## src/rtl/keypad_pkg.sv

```systemverilog
// Shared types and constants for the 4x4 keypad matrix emulator:
// sequence states, key-to-matrix position table and a ms-to-cycles helper.
package keypad_pkg;

  localparam int unsigned LFSR_W = 16;

  typedef enum logic [2:0] {
    IDLE    = 3'd0,
    B_PRESS = 3'd1,
    HOLD    = 3'd2,
    B_REL   = 3'd3,
    GAP     = 3'd4
  } state_t;

  // Entry k holds {row[1:0], col[1:0]} of hex key k.
  // Layout: r0: 1 2 3 A / r1: 4 5 6 B / r2: 7 8 9 C / r3: 0 F E D.
  localparam logic [3:0] KEY_MAP [16] = '{
    4'hC, 4'h0, 4'h1, 4'h2,   // 0 1 2 3
    4'h4, 4'h5, 4'h6, 4'h8,   // 4 5 6 7
    4'h9, 4'hA, 4'h3, 4'h7,   // 8 9 A B
    4'hB, 4'hF, 4'hE, 4'hD    // C D E F
  };

  // Computed in 64 bits: ms * CLK_FREQ overflows 32 bits at realistic clock rates.
  function automatic longint unsigned ms_to_cycles(input longint unsigned ms,
                                                   input longint unsigned freq);
    return (ms * freq) / 64'd1000;
  endfunction

endpackage

```

## src/rtl/keypad_matrix_emulator_lfsr.sv

```systemverilog
// 16-bit Fibonacci LFSR (taps 16,14,13,11) that supplies contact-bounce bits;
// advances only when step is high.
module bounce_lfsr
  import keypad_pkg::*;
#(
  parameter logic [15:0] SEED = 16'hACE1
) (
  input  logic clk,
  input  logic rst,
  input  logic step,
  output logic bit0
);

  logic [LFSR_W-1:0] lfsr;
  logic              feedback;

  assign feedback = lfsr[0] ^ lfsr[2] ^ lfsr[3] ^ lfsr[5];
  assign bit0     = lfsr[0];

  always_ff @(posedge clk or posedge rst) begin
    if (rst) begin
      lfsr <= SEED;
    end else if (step) begin
      lfsr <= {feedback, lfsr[LFSR_W-1:1]};
    end
  end

endmodule

```

## src/rtl/keypad_matrix_emulator.sv

```systemverilog
// Passive 4x4 keypad matrix model: accepts key presses over valid/ready, closes the
// matching contact with LFSR bounce at both edges, and answers column strobes on rows.
module keypad_matrix_emulator
  import keypad_pkg::*;
#(
  parameter int unsigned CLK_FREQ    = 125_000_000,
  parameter int unsigned HOLD_MS     = 50,
  parameter int unsigned BOUNCE_MS   = 2,
  parameter int unsigned GAP_MS      = 10,
  parameter int unsigned BOUNCE_STEP = 1250,
  parameter int unsigned SYNC_STAGES = 2,
  parameter logic [15:0] LFSR_SEED   = 16'hACE1
) (
  input  logic       clk,
  input  logic       rst,
  input  logic [3:0] col_in,
  output logic [3:0] row_out,
  input  logic [3:0] key_code,
  input  logic       key_valid,
  output logic       key_ready,
  output logic       key_down,
  output logic       busy
);

  localparam int unsigned B_CYC   = 32'(ms_to_cycles(BOUNCE_MS, CLK_FREQ));
  localparam int unsigned H_CYC   = 32'(ms_to_cycles(HOLD_MS, CLK_FREQ));
  localparam int unsigned G_CYC   = 32'(ms_to_cycles(GAP_MS, CLK_FREQ));
  localparam int unsigned MAX_BH  = (B_CYC > H_CYC) ? B_CYC : H_CYC;
  localparam int unsigned MAX_LEN = (MAX_BH > G_CYC) ? MAX_BH : G_CYC;
  localparam int unsigned CNT_W   = (MAX_LEN > 1) ? $clog2(MAX_LEN) : 1;
  localparam int unsigned STEP_W  = (BOUNCE_STEP > 1) ? $clog2(BOUNCE_STEP) : 1;

  localparam logic [CNT_W-1:0]  B_LOAD    = CNT_W'(B_CYC - 32'd1);
  localparam logic [CNT_W-1:0]  H_LOAD    = CNT_W'(H_CYC - 32'd1);
  localparam logic [CNT_W-1:0]  G_LOAD    = CNT_W'(G_CYC - 32'd1);
  localparam logic [STEP_W-1:0] STEP_LOAD = STEP_W'(BOUNCE_STEP - 32'd1);

  function automatic logic [CNT_W-1:0] phase_load(input state_t s);
    case (s)
      B_PRESS, B_REL: return B_LOAD;
      HOLD:           return H_LOAD;
      GAP:            return G_LOAD;
      default:        return '0;
    endcase
  endfunction

  state_t              state, state_nxt;
  logic [CNT_W-1:0]    cnt, cnt_nxt;
  logic [STEP_W-1:0]   step_cnt, step_cnt_nxt;
  logic                contact, contact_nxt;
  logic [1:0]          row_sel, col_sel;
  logic [3:0]          sync [SYNC_STAGES];
  logic [3:0]          col_sync;
  logic [3:0]          row_nxt;
  logic                accept, bounce, step, lfsr_bit, cnt_done;

  assign accept   = key_valid && key_ready && (state == IDLE);
  assign bounce   = (state == B_PRESS) || (state == B_REL);
  assign step     = bounce && (step_cnt == '0);
  assign cnt_done = (cnt == '0);
  assign col_sync = sync[SYNC_STAGES-1];

  bounce_lfsr #(.SEED(LFSR_SEED)) u_lfsr (
    .clk  (clk),
    .rst  (rst),
    .step (step),
    .bit0 (lfsr_bit)
  );

  // Column strobe synchronizer; idles at the released (high) level.
  always_ff @(posedge clk or posedge rst) begin
    if (rst) begin
      for (int i = 0; i < int'(SYNC_STAGES); i++) sync[i] <= 4'hF;
    end else begin
      sync[0] <= col_in;
      for (int i = 1; i < int'(SYNC_STAGES); i++) sync[i] <= sync[i-1];
    end
  end

  // Zero-length bounce phases are skipped, so each exit picks the next non-empty phase.
  always_comb begin
    state_nxt = state;
    case (state)
      IDLE: begin
        if (accept) state_nxt = (B_CYC != 32'd0) ? B_PRESS : HOLD;
        else        state_nxt = IDLE;
      end
      B_PRESS: begin
        if (cnt_done) state_nxt = HOLD;
        else          state_nxt = B_PRESS;
      end
      HOLD: begin
        if (!cnt_done)              state_nxt = HOLD;
        else if (B_CYC != 32'd0)    state_nxt = B_REL;
        else if (G_CYC != 32'd0)    state_nxt = GAP;
        else                        state_nxt = IDLE;
      end
      B_REL: begin
        if (!cnt_done)              state_nxt = B_REL;
        else if (G_CYC != 32'd0)    state_nxt = GAP;
        else                        state_nxt = IDLE;
      end
      GAP: begin
        if (cnt_done) state_nxt = IDLE;
        else          state_nxt = GAP;
      end
      default: state_nxt = IDLE;
    endcase

    cnt_nxt = cnt;
    if (state_nxt != state)  cnt_nxt = phase_load(state_nxt);
    else if (!cnt_done)      cnt_nxt = cnt - CNT_W'(1'b1);
    else                     cnt_nxt = cnt;

    step_cnt_nxt = step_cnt;
    if (state_nxt != state)  step_cnt_nxt = STEP_LOAD;
    else if (step)           step_cnt_nxt = STEP_LOAD;
    else if (bounce)         step_cnt_nxt = step_cnt - STEP_W'(1'b1);
    else                     step_cnt_nxt = step_cnt;

    // Phase exits force the contact; inside a bounce phase it follows the LFSR.
    contact_nxt = contact;
    if (state_nxt == HOLD)                          contact_nxt = 1'b1;
    else if (state_nxt == GAP || state_nxt == IDLE) contact_nxt = 1'b0;
    else if (step)                                  contact_nxt = lfsr_bit;
    else                                            contact_nxt = contact;

    row_nxt = 4'hF;
    if (contact && !col_sync[col_sel]) row_nxt[row_sel] = 1'b0;
    else                               row_nxt = 4'hF;
  end

  // Sequence state and registered outputs.
  always_ff @(posedge clk or posedge rst) begin
    if (rst) begin
      state     <= IDLE;
      cnt       <= '0;
      step_cnt  <= '0;
      contact   <= 1'b0;
      row_sel   <= 2'd0;
      col_sel   <= 2'd0;
      row_out   <= 4'hF;
      key_ready <= 1'b1;
      key_down  <= 1'b0;
      busy      <= 1'b0;
    end else begin
      state     <= state_nxt;
      cnt       <= cnt_nxt;
      step_cnt  <= step_cnt_nxt;
      contact   <= contact_nxt;
      row_out   <= row_nxt;
      key_ready <= (state == IDLE) && !accept;
      key_down  <= (state_nxt == HOLD);
      busy      <= (state_nxt != IDLE);
      if (accept) {row_sel, col_sel} <= KEY_MAP[key_code];
    end
  end

endmodule
```

## config.mk

```make
export PLATFORM = sky130hd
export DESIGN_NAME = keypad_matrix_emulator
export DESIGN_NICKNAME = d
export VERILOG_FILES = /design/src/rtl/keypad_pkg.sv /design/src/rtl/keypad_matrix_emulator_lfsr.sv /design/src/rtl/keypad_matrix_emulator.sv
export SDC_FILE = /design/constraint.sdc
export NUM_CORES = 1
export LEC_CHECK = 0
export ABC_AREA = 1
export CORE_ASPECT_RATIO = 0.7
export CORE_MARGIN = 2
export CORE_UTILIZATION = 60
export DETAILED_ROUTE_END_ITERATION = 7
export GPL_TIMING_DRIVEN = 0
export HOLD_SLACK_MARGIN = 0.1
export PLACE_DENSITY_LB_ADDON = 0.3
export SETUP_SLACK_MARGIN = 0.1
export SYNTH_ARGS = -nofsm -noshare
export SYNTH_HDL_FRONTEND = slang
export SYNTH_SLANG_ARGS = --single-unit
```

## constraint.sdc

```tcl
create_clock -name clk -period 3.3 [get_ports clk]
set_clock_uncertainty 0.15 [all_clocks]
set_input_delay 0.66 -clock clk [delete_from_list [all_inputs] [get_ports clk]]
set_output_delay 0.66 -clock clk [all_outputs]
set_load 0.02 [all_outputs]
```

Word level (Yosys, flattened, before mapping)
Memories as Yosys holds them, arrays and structs flattened. A register that Yosys moved wholly into a read port is not among the register bits.
Cells that the tools add are included.
{"block": "word_totals", "regBits": 69, "latchBits": 0, "mem_bits_rw": 0, "romBits": 64, "input_bits": 11, "output_inout_bits": 7, "word_cells": 70, "mem_count": 1}
{"block": "op_classes", "n_addsub": 2, "multipliers": 0, "div_mod_pow": 0, "magnitude_cmp": 3, "eq_ne": 10, "shift": 0, "muxes": 20, "n_bitwise": 5, "n_reduce_logical": 18}
{"memory": "(name not given)", "depth": 16, "width": 4, "read_ports": 1, "rd_ports_with_merged_regs": 1, "wr": 0, "line_no": "keypad_matrix_emulator.sv:155", "source": "if (accept) {row_sel, col_sel} <= KEY_MAP[key_code];"}
{"op": "23-bit case mux with 3 select lines", "n": 1}
{"op": "23-bit 2-to-1 mux", "n": 2}
{"op": "11-bit 2-to-1 mux", "n": 3}
{"op": "23-bit logical NOT", "n": 1}
{"op": "23-bit by 1-bit subtractor with 23-bit output, second input constant", "n": 1}
{"op": "3-bit case mux with 5 select lines", "n": 1}
{"op": "3-bit by 2-bit == test with 1-bit output, second input constant", "n": 4}
{"op": "11-bit logical NOT", "n": 1}
{"op": "11-bit by 1-bit subtractor with 11-bit output, second input constant", "n": 1}
{"op": "3-bit nonzero test", "n": 3}
{"op": "1-bit 2-to-1 mux", "n": 7}
{"op": "3-bit by 1-bit == test with 1-bit output, second input constant", "n": 2}
{"op": "3-bit == test, second input constant", "n": 2}
{"op": "1-bit logical AND", "n": 6}
{"op": "3-bit logical NOT", "n": 2}
{"op": "2-bit by 3-bit less-than comparator with 1-bit output, second input constant", "n": 2}
{"op": "3-bit 2-to-1 mux", "n": 2}
{"op": "4-bit NOT with 5-bit output", "n": 1}
{"op": "4-bit 2-to-1 mux", "n": 1}
{"op": "4-bit NOT", "n": 1}
{"op": "3-bit != test", "n": 1}
{"op": "1-bit bitwise XOR", "n": 3}
{"op": "1-bit binary-select mux with 2-bit select", "n": 1}
{"op": "1-bit demux with 2-bit select", "n": 1}
{"op": "other kinds (6)", "n": 8}

Longest topological paths before layout
{"block": "logic_depth", "ltp_word": 8, "ltp_mapped": 15}

Cells and area by module
Synthesis repeated with hierarchy kept, for this count alone.
{"block": "unflattened", "cells_unflattened": 451, "area_unflattened_um2": 3809.9}
{"module": "keypad_matrix_emulator", "n_inst": 1, "cells_per_inst": 374, "area_per_inst_um2": 3123.0}
{"module": "bounce_lfsr", "n_inst": 1, "cells_per_inst": 77, "area_per_inst_um2": 686.9}

Least setup slack after synthesis
No wires, ideal clock.
{"block": "synth_timing", "path_kind": "reg2reg", "from": "reg cnt[0]", "to": "reg cnt[22]", "setup_time_ns": 0.115, "t_arrival_ns": 1.692, "t_required_ns": 3.035, "path_slack_ns": 1.343, "stages_incl_launch_ff": 14, "path_buffers": 1, "period_less_slack_ns": 1.957, "cell_sequence": "dfrtp_1 -> inv_1 -> ha_1 -> nand2_2 -> nor2_4 -> nand3_2 -> nand2_1 -> inv_1 -> o21bai_4 -> buf_4 -> nand3_1 -> nand2_1 -> nand2_1 -> inv_1"}
{"block": "synth_via", "elab_chain_cells": 7}
{"element": "from (decl)", "line_no": "keypad_matrix_emulator.sv:48", "source": "logic [CNT_W-1:0] cnt, cnt_nxt;"}
{"element": "from (signal assigned)", "line_no": "keypad_matrix_emulator.sv:148", "source": "cnt <= cnt_nxt;"}
{"element": "23-bit logical NOT", "line_no": "keypad_matrix_emulator.sv:60", "source": "assign cnt_done = (cnt == '0);"}
{"element": "3-bit 2-to-1 mux (tied with other cells)", "line_no": "keypad_matrix_emulator.sv:99", "source": "if (!cnt_done) state_nxt = B_REL;"}
{"element": "3-bit case mux with 5 select lines", "line_no": "keypad_matrix_emulator.sv:83", "source": "case (state)"}
{"element": "3-bit by 1-bit == test with 1-bit output / 3-bit by 2-bit == test with 1-bit output (equally long branches)", "line_no": "keypad_matrix_emulator.sv:39", "source": "case (s)"}
{"element": "2-bit OR reduction", "line_no": "keypad_matrix_emulator.sv:39"}
{"element": "23-bit case mux with 3 select lines", "line_no": "keypad_matrix_emulator.sv:39"}
{"element": "23-bit 2-to-1 mux", "line_no": "keypad_matrix_emulator.sv:111", "source": "if (state_nxt != state) cnt_nxt = phase_load(state_nxt);"}
Several ways; a longest one is shown, not always the timed one. The select of a mux whose other input is x is not followed.
A chain may end at the register's enable or synchronous reset.

Worst setup path after layout
{"block": "layout_timing", "from": "reg cnt[0]", "to": "reg cnt[17]"}
The elaborated chain is that of the path after synthesis.

==> impl_metrics.env <==
export IMPL_status="completed"
export IMPL_synth_top_area_frac=0.351
export IMPL_drv_cap=0
export IMPL_cts_path_max_buffers=2
export IMPL_synth_edf_count=0
export IMPL_critPathArrivalTime_ns=2.46
export IMPL_whs_path_depth=0
export IMPL_nFillCells=456
export IMPL_maxSlewHeadroom=0.425
export IMPL_ant_nets=0
export IMPL_seq_power_share=0.544
export IMPL_setup_viol=0
export IMPL_final_area_um2=4190
export IMPL_final_cells=548
export IMPL_clock_power_share=0.431
export IMPL_viasPerCell=5.38
export IMPL_finalWirelength_mm=7.37
export IMPL_cts_repair_resized=0
export IMPL_rows=23
export IMPL_ys_types=39
export IMPL_async_flop_share=1.00
export IMPL_dpl_hpwl_mm=5.34
export IMPL_required_ns=3.37
export IMPL_p_per_area_nw_per_um2=397
export IMPL_netlist_instances=440
export IMPL_avgSynthCellArea_um2=8.44
export IMPL_cp_max_fo=7
export IMPL_drt_iter0_markers=266
export IMPL_reg2regPathDepth=11
export IMPL_tritoncts="built"
export IMPL_area_growth_pct=12.7
export IMPL_internal_power_mw=1.31
export IMPL_fin_setup_tns_ns=0
export IMPL_htree_levels=3
export IMPL_tightestPinTransition_ns=0.863
export IMPL_clock_sinks=73
export IMPL_end_kind="flip-flop"
export IMPL_yosys_register_bits=73
export IMPL_worstHoldStart="sync[7]"
export IMPL_grt_max_degree=74
export IMPL_rsz0062_at_grt="false"
export IMPL_netlist_top_cells_count="nand2_1, dfrtp_1, nor2_1, inv_1, nand3_1"
export IMPL_slew_viol_final=0
export IMPL_fmax_mhz=418
export IMPL_period_minus_slack_ns=2.39
export IMPL_critical_path_class="flip-flop to flip-flop"
export IMPL_dieArea_um2=6840
export IMPL_postCtsSetupBuffers=0
export IMPL_syn_area_um2=3710
export IMPL_grt_pass1_vias=2713
export IMPL_antenna_found_initial=0
export IMPL_dr_pass1_iters=5
export IMPL_die_h_um=69.8
export IMPL_grt_pass1_wl_mm=12.7
export IMPL_n_antenna_cell=0
export IMPL_reg2reg_from="cnt[0]"
export IMPL_syn_nets=453
export IMPL_fin_total_pwr_mw=1.66
export IMPL_root_buffer="clkbuf_8"
export IMPL_fp_dieW_um=98.0
export IMPL_yosysMostFrequentCell="nand2_1"
export IMPL_combPwrFrac=0.024
export IMPL_fp_coreArea_um2=5840
export IMPL_ys_warn_count=0
export IMPL_gp_congestion=0.924
export IMPL_ys_seq_area_frac=0.499
export IMPL_synth_ff_type="dfrtp_1"
export IMPL_place_area_um2=3980
export IMPL_start_util=0.635
export IMPL_io_pins=18
export IMPL_ir_drop_v=0.000340
export IMPL_insertion_delay_ns=0.34
export IMPL_p_switching_uw=354
export IMPL_vias=2948
export IMPL_num_nets_final=481
export IMPL_hold_violations=0
export IMPL_io_buffers=17
export IMPL_grtUsageTotal=0.231
export IMPL_timing_final_crit_share=0.725
export IMPL_leakagePower_nw=1.98
export IMPL_yosys_top_cells_area="dfrtp_1, dfstp_2, nand2_1, nor2_1, inv_1"
export IMPL_cp_start_kind="flip-flop"
export IMPL_critPathLaunch="cnt[0]"
export IMPL_synth_top_area_cell="dfrtp_1"
export IMPL_place_inst=532
export IMPL_swShare=0.213
export IMPL_wire_per_inst_um=13.4
export IMPL_numCtsBuffers=9
export IMPL_grt_overflow=0
export IMPL_cts_hold_buf=0
export IMPL_hold_class="flip-flop to flip-flop"
export IMPL_drive_gt1_frac=0.154
export IMPL_clk_pin_slew_worst_paths_ns=0.08
export IMPL_drc_errors=0
-- critical path: stages (launching register included) --
cell and delay (ns):
dfrtp_1 0.39, inv_1 0.10, ha_1 0.21, nand2_2 0.10, nor2_4 0.21, nand3_2 0.21, nand2_1 0.10, inv_1 0.05
nor2_1 0.24, nand3_1 0.21, nand2_2 0.19, a21oi_1 0.10
-- kinds of logic (layout without fill, tap and decap cells) --
logic type                 Yosys count  after routing  share of synthesized area
AOI/OAI and AO/OA                   50             50                     0.0897
xor gates and xnor gates            24             24                     0.0566
adders and majority gates            2              2                    0.00674
buffers and inverters               58             91                     0.0657
DFF                                 73             73                      0.499
and+or+nand+nor                    233            233                      0.282
-- layout make-up --
type	count	area [um2]	share of cell area
tap	75	93.8	0.0224
sequential	73	1850	0.443
clock buffer	12	155	0.0371
inverter	52	198	0.0472
multi-input combinational	309	1620	0.386
buffer	6	48.8	0.0117
clock inverter	4	51.3	0.0123
timing repair buffer	17	170	0.0407
-- placed cells by master, fill, tap and decap left out, types with 2 or more instances in the layout --
master,instances
nand2_2,6
a211oi_2,2
clkbuf_8,11
xnor2_1,13
dfrtp_1,52
nor2_4,2
inv_2,4
nor3_1,4
nand3_2,2
buf_4,4
nand2_1,116
nand3_1,34
clkbuf_1,2
o21ai_0,16
xor2_1,11
a21oi_1,15
nor2_1,51
dfstp_2,21
o211ai_1,7
ha_1,2
nor2_2,6
nand4_1,6
inv_1,47
clkdlybuf4s50_1,17
-- sequential cells by signal, indices dropped and copies added, names as in the netlist --
register     count
step_cnt        11
row_sel          2
row_out          4
cnt             23
sync             4
col_sync         4
state            3
u_lfsr.lfsr     16
busy             1
col_sel          2
key_down         1
key_ready        1
contact          1
-- power groups by stage --
| stage | clock network (mW) | logic (mW) | registers, mW |
|---|---|---|---|
| 2_1_floorplan | 0 | 0.0205 | 0.921 |
| 3_3_place_gp | 0 | 0.0401 | 0.921 |
| 3_5_place_dp | 0 | 0.0415 | 0.922 |
| 4_1_cts | 0.732 | 0.0417 | 0.905 |
| 5_1_grt | 0.772 | 0.0476 | 0.905 |
| 6_report | 0.717 | 0.0403 | 0.905 |
-- worst paths after layout --
kind	end	slack [ns]
hold / removal	col_sync[3]	0.20
setup / recovery	cnt[17]	0.91
max in group asynchronous	u_lfsr.lfsr[2]	1.73
hold reg to reg	col_sync[3]	0.20
min in group asynchronous	col_sel[0]	0.68
setup reg to reg	cnt[17]	0.91
-- metrics by stage --
step / util / setup slack [ns] / hold WS, ns
floorplan: - / 0.671 / 0.195
global placement: 0.681 / -0.456 / 0.196
detailed placement: 0.681 / 0.753 / 0.197
CTS: 0.716 / 0.914 / 0.202
global route: 0.716 / 0.717 / 0.211
finish: 0.716 / 0.908 / 0.202
-- metal layers --
layer | global-route usage | wire length [um]
met1 | 0.344 | 3520
met2 | 0.329 | 3270
met3 | 0.0595 | 486
met4 | 0.0756 | 89
met5 | 0 | 0
(Power assumes the default switching activity.)
==> variant 1, RTL diff (config.mk and constraints unchanged) <==
The 5 states of `state_t` get a one-hot encoding in 5 bits.
--- a/src/rtl/keypad_pkg.sv
+++ b/src/rtl/keypad_pkg.sv
@@ -5,10 +5,10 @@
   localparam int unsigned LFSR_W = 16;
 
-  typedef enum logic [2:0] {
-    IDLE    = 3'd0,
-    B_PRESS = 3'd1,
-    HOLD    = 3'd2,
-    B_REL   = 3'd3,
-    GAP     = 3'd4
+  typedef enum logic [4:0] {
+    IDLE    = 5'b00001,
+    B_PRESS = 5'b00010,
+    HOLD    = 5'b00100,
+    B_REL   = 5'b01000,
+    GAP     = 5'b10000
   } state_t;
 
Formal check against the unedited RTL: no difference found for any inputs over 10 cycles, from zero or initial values and one cycle with rst high; not proved beyond that.
==> variant 1 against the unedited design <==
Area after synthesis increased by 2.6%; non-clock buffer count grew 1; first-iteration DRC count decreased by 30%; worst hold slack improved by 5.5 ps; wire length is 1.6% lower; worst setup slack worse by 290 ps; sequential cell count grew 2; design area rose by 2.3%; synthesized cell count up 1.4%.
Power is not compared: it rests on default switching activity, and its combinational part moved more than twofold at a synthesized area within 25%.
==> variant 1: results <==
group,metric,value,unit
layout,sh_seq_area,0.445,
grt,grt_pass1_wl,12600,µm
layout,multi_input_cells,313,
yosys,ys_top_cells_by_area,"dfrtp_1 35%, dfstp_2 15%, nand2_1 11%, nor2_1 6.1%, inv_1 4.8%",
placement,pre_cts_slack,414,ps
drt,wl_met3,370,µm
layout,drive_above_1_share,0.184,
layout,area_delta_synth_final,12.4,%
yosys,synth_common_cells,"113 x nand2_1, 62 x nor2_1, 53 x dfrtp_1",
grt,grt_pass1_vias,2749,
layout,nNonClkBuffers,24,
status,outcome,"complete, no violations",
placement,place_congestion,0.808,
setup_path,reg2reg_setup_slack,620,ps
sta,hold_ws,208,ps
drt,drt-initial-drc-count,185,
placement,place_area,4080,µm²
drt,drt_wl_total,7250,µm
layout,nClkBuffers,11,
layout,clock_cell_area_share,0.0474,
layout,stdcell_count,557,
yosys,yosysSeqAreaShare,0.500,
setup_path,rr_endpoint,"cnt[12]$_DFFE_PP0P_",
grt,track_usage,0.229,
yosys,synth_cell_types,40,
setup_path,crit_arrival,2780,ps
layout,fill_cells,474,
grt,grt_max_degree,76,
layout,nets,487,
setup_path,critPathMaxFanout,10,
setup_path,rr_worst_depth,16,
[variant 1: cell types whose count changed after synthesis, sizes merged, moves of 3 or more]
cell,delta
a21oi,-10
nor3,+8
o211ai,-6
nand3,-13
nor2,+18
o21ai,+6
a211oi,-3
nor4,+3
[variant 1: worst register-to-register path, stage by stage, from the launching register on]
cell	delay, ps
dfrtp_1	360
inv_1	150
ha_1	220
nand2_2	110
nor2_4	270
nand3_4	140
clkinv_4	120
nand2_1	60
nand2_1	90
inv_2	60
nand2_1	60
nand2_1	90
nor2_4	220
nand3_2	150
buf_6	190
nor2_2	90
nor2_1	40
[variant 1: how the worst max path moves through the flow]
stage | startpoint | endpoint | slack, ps | cells after the start
after global routing | cnt[0]$_DFFE_PP0P_ | cnt[12]$_DFFE_PP0P_ | 400 | 16
after detailed placement | key_valid | cnt[0]$_DFFE_PP0P_ | 410 | 11
after global placement | rst | cnt[1]$_DFFE_PP0P_ | -510 | 2
after CTS | cnt[0]$_DFFE_PP0P_ | cnt[12]$_DFFE_PP0P_ | 620 | 16
final | cnt[0]$_DFFE_PP0P_ | cnt[12]$_DFFE_PP0P_ | 620 | 16
after floorplan | rst | busy$_DFF_PP0_ | 620 | 1
[variant 1: logic make-up (layout without fill, tap and decap cells)]
| logic type | count (synthesis) | count (layout) | synth area share |
|---|---|---|---|
| compound gates | 37 | 37 | 0.0578 |
| xor+xnor | 26 | 26 | 0.0598 |
| fa+ha+maj | 2 | 2 | 0.00657 |
| buf+inv | 58 | 91 | 0.0661 |
| flops | 75 | 75 | 0.500 |
| simple gates | 248 | 248 | 0.310 |
[variant 1: layer usage]
metal	GRT usage	vias up
met4	0.0822	0
met1	0.332	1358
li1	-	1464
met2	0.340	66
met3	0.0583	17
met5	0	-
==> variant 2, RTL diff (same settings) <==
Made on the original files. Change the package constant `LFSR_W` from 16 to 24.
--- a/src/rtl/keypad_pkg.sv
+++ b/src/rtl/keypad_pkg.sv
@@ -3,5 +3,5 @@
 package keypad_pkg;
 
-  localparam int unsigned LFSR_W = 16;
+  localparam int unsigned LFSR_W = 24;
 
   typedef enum logic [2:0] {
Formal check against the unedited RTL: no difference found for any inputs over 10 cycles, from zero or initial values and one cycle with rst high; that may be too few to reach the edited logic, so the function may still have changed.
==> variant 2 against the unedited design <==
Via count is 0.85% higher; wire length is 8.6% higher; area after synthesis is 8.6% higher; design area is 9.1% higher; power is 11% higher; worst setup slack worse by 70 ps; maximum frequency is 2.8% lower; sequential cell count is 8 higher.
==> variant 2: results <==
group,metric,value,unit
yosys,ys_top_cells_by_area,"dfrtp_1 37%, dfstp_2 14%, nand2_1 7.5%, inv_1 6.4%, nor2_1 4.8%",
layout,top_regs,"u_lfsr.lfsr x24, cnt x23, step_cnt x11",
power,pwr-share-comb,0.026,
layout,drive_above_1_share,0.146,
yosys,synth_xor_area_frac,0.0565,
drt,drt-initial-drc-count,193,
status,outcome,"complete, no violations",
drt,drt-met1-wl,3680,µm
sta,tightest_slew,503,ps
drt,wl_met3,502,µm
drt,vias_per_cell,5.14,
yosys,synth_common_cells,"81 x nand2_1, 69 x inv_1, 60 x dfrtp_1",
placement,place_area,4350,µm²
power,p_leak,0.00240,µW
placement,dpl.hpwl,5780,µm
grt,grtUsageMet2,0.402,
drt,drt_wl_total,8000,µm
grt,grt_max_degree,76,
yosys,synth_cell_types,41,
grt,gr-usage-met3,0.0814,
drt,dr.pass1.iters,4,
yosys,synth-adder-area-share,0.00621,
grt,grt_busiest_layer,"met2",
setup_path,critPathMaxFanout,10,
drt,wl_met2,3740,µm
variant 2: changes by cell type after synthesis, sizes merged, moves of 2 or more:
cell	delta
nand3	-4
o211ai	-3
mux2i	+19
dfrtp	+8
nor3	+3
nand2	-34
xnor2	+2
inv	+21
variant 2: layout make-up:
| cell class | count | area [µm²] |
|---|---|---|
| Inverter | 74 | 283 |
| Tap cell | 91 | 114 |
| Clock buffer | 10 | 128 |
| Clock inverter | 6 | 92.6 |
| Buffer | 5 | 42.5 |
| Multi-Input combinational cell | 293 | 1660 |
| Fill cell | 474 | 1800 |
| Sequential cell | 81 | 2050 |
| Timing Repair Buffer | 18 | 198 |
variant 2: path summary, 6_finish.rpt:
| check | startpoint | to | slack (ps) | cells past startpoint |
|---|---|---|---|---|
| min in group asynchronous | rst | row_sel[1]$_DFFE_PP0P_ | 380 | 2 |
| worst min register to register | sync[5]$_DFF_PP1_ | col_sync[1]$_DFF_PP1_ | 200 | 0 |
| worst max-delay path | cnt[0]$_DFFE_PP0P_ | cnt[0]$_DFFE_PP0P_ | 840 | 13 |
| worst max register to register | cnt[0]$_DFFE_PP0P_ | cnt[0]$_DFFE_PP0P_ | 840 | 13 |
| max in group asynchronous | rst | u_lfsr.lfsr[15]$_DFFE_PP1P_ | 2010 | 3 |
| worst min-delay path | sync[5]$_DFF_PP1_ | col_sync[1]$_DFF_PP1_ | 200 | 0 |
variant 2: through the flow:
step           std cells  power, µW  setup TNS [ps]  hold slack [ps]  setup slack, ps
2_1_floorplan        453       1040               0              195              445
5_1_grt              578       1920               0              200              587
4_1_cts              578       1870               0              200              830
3_3_place_gp         561       1060          -44750              196             -747
6_report             578       1850               0              200              838
3_5_place_dp         562       1070               0              197              729
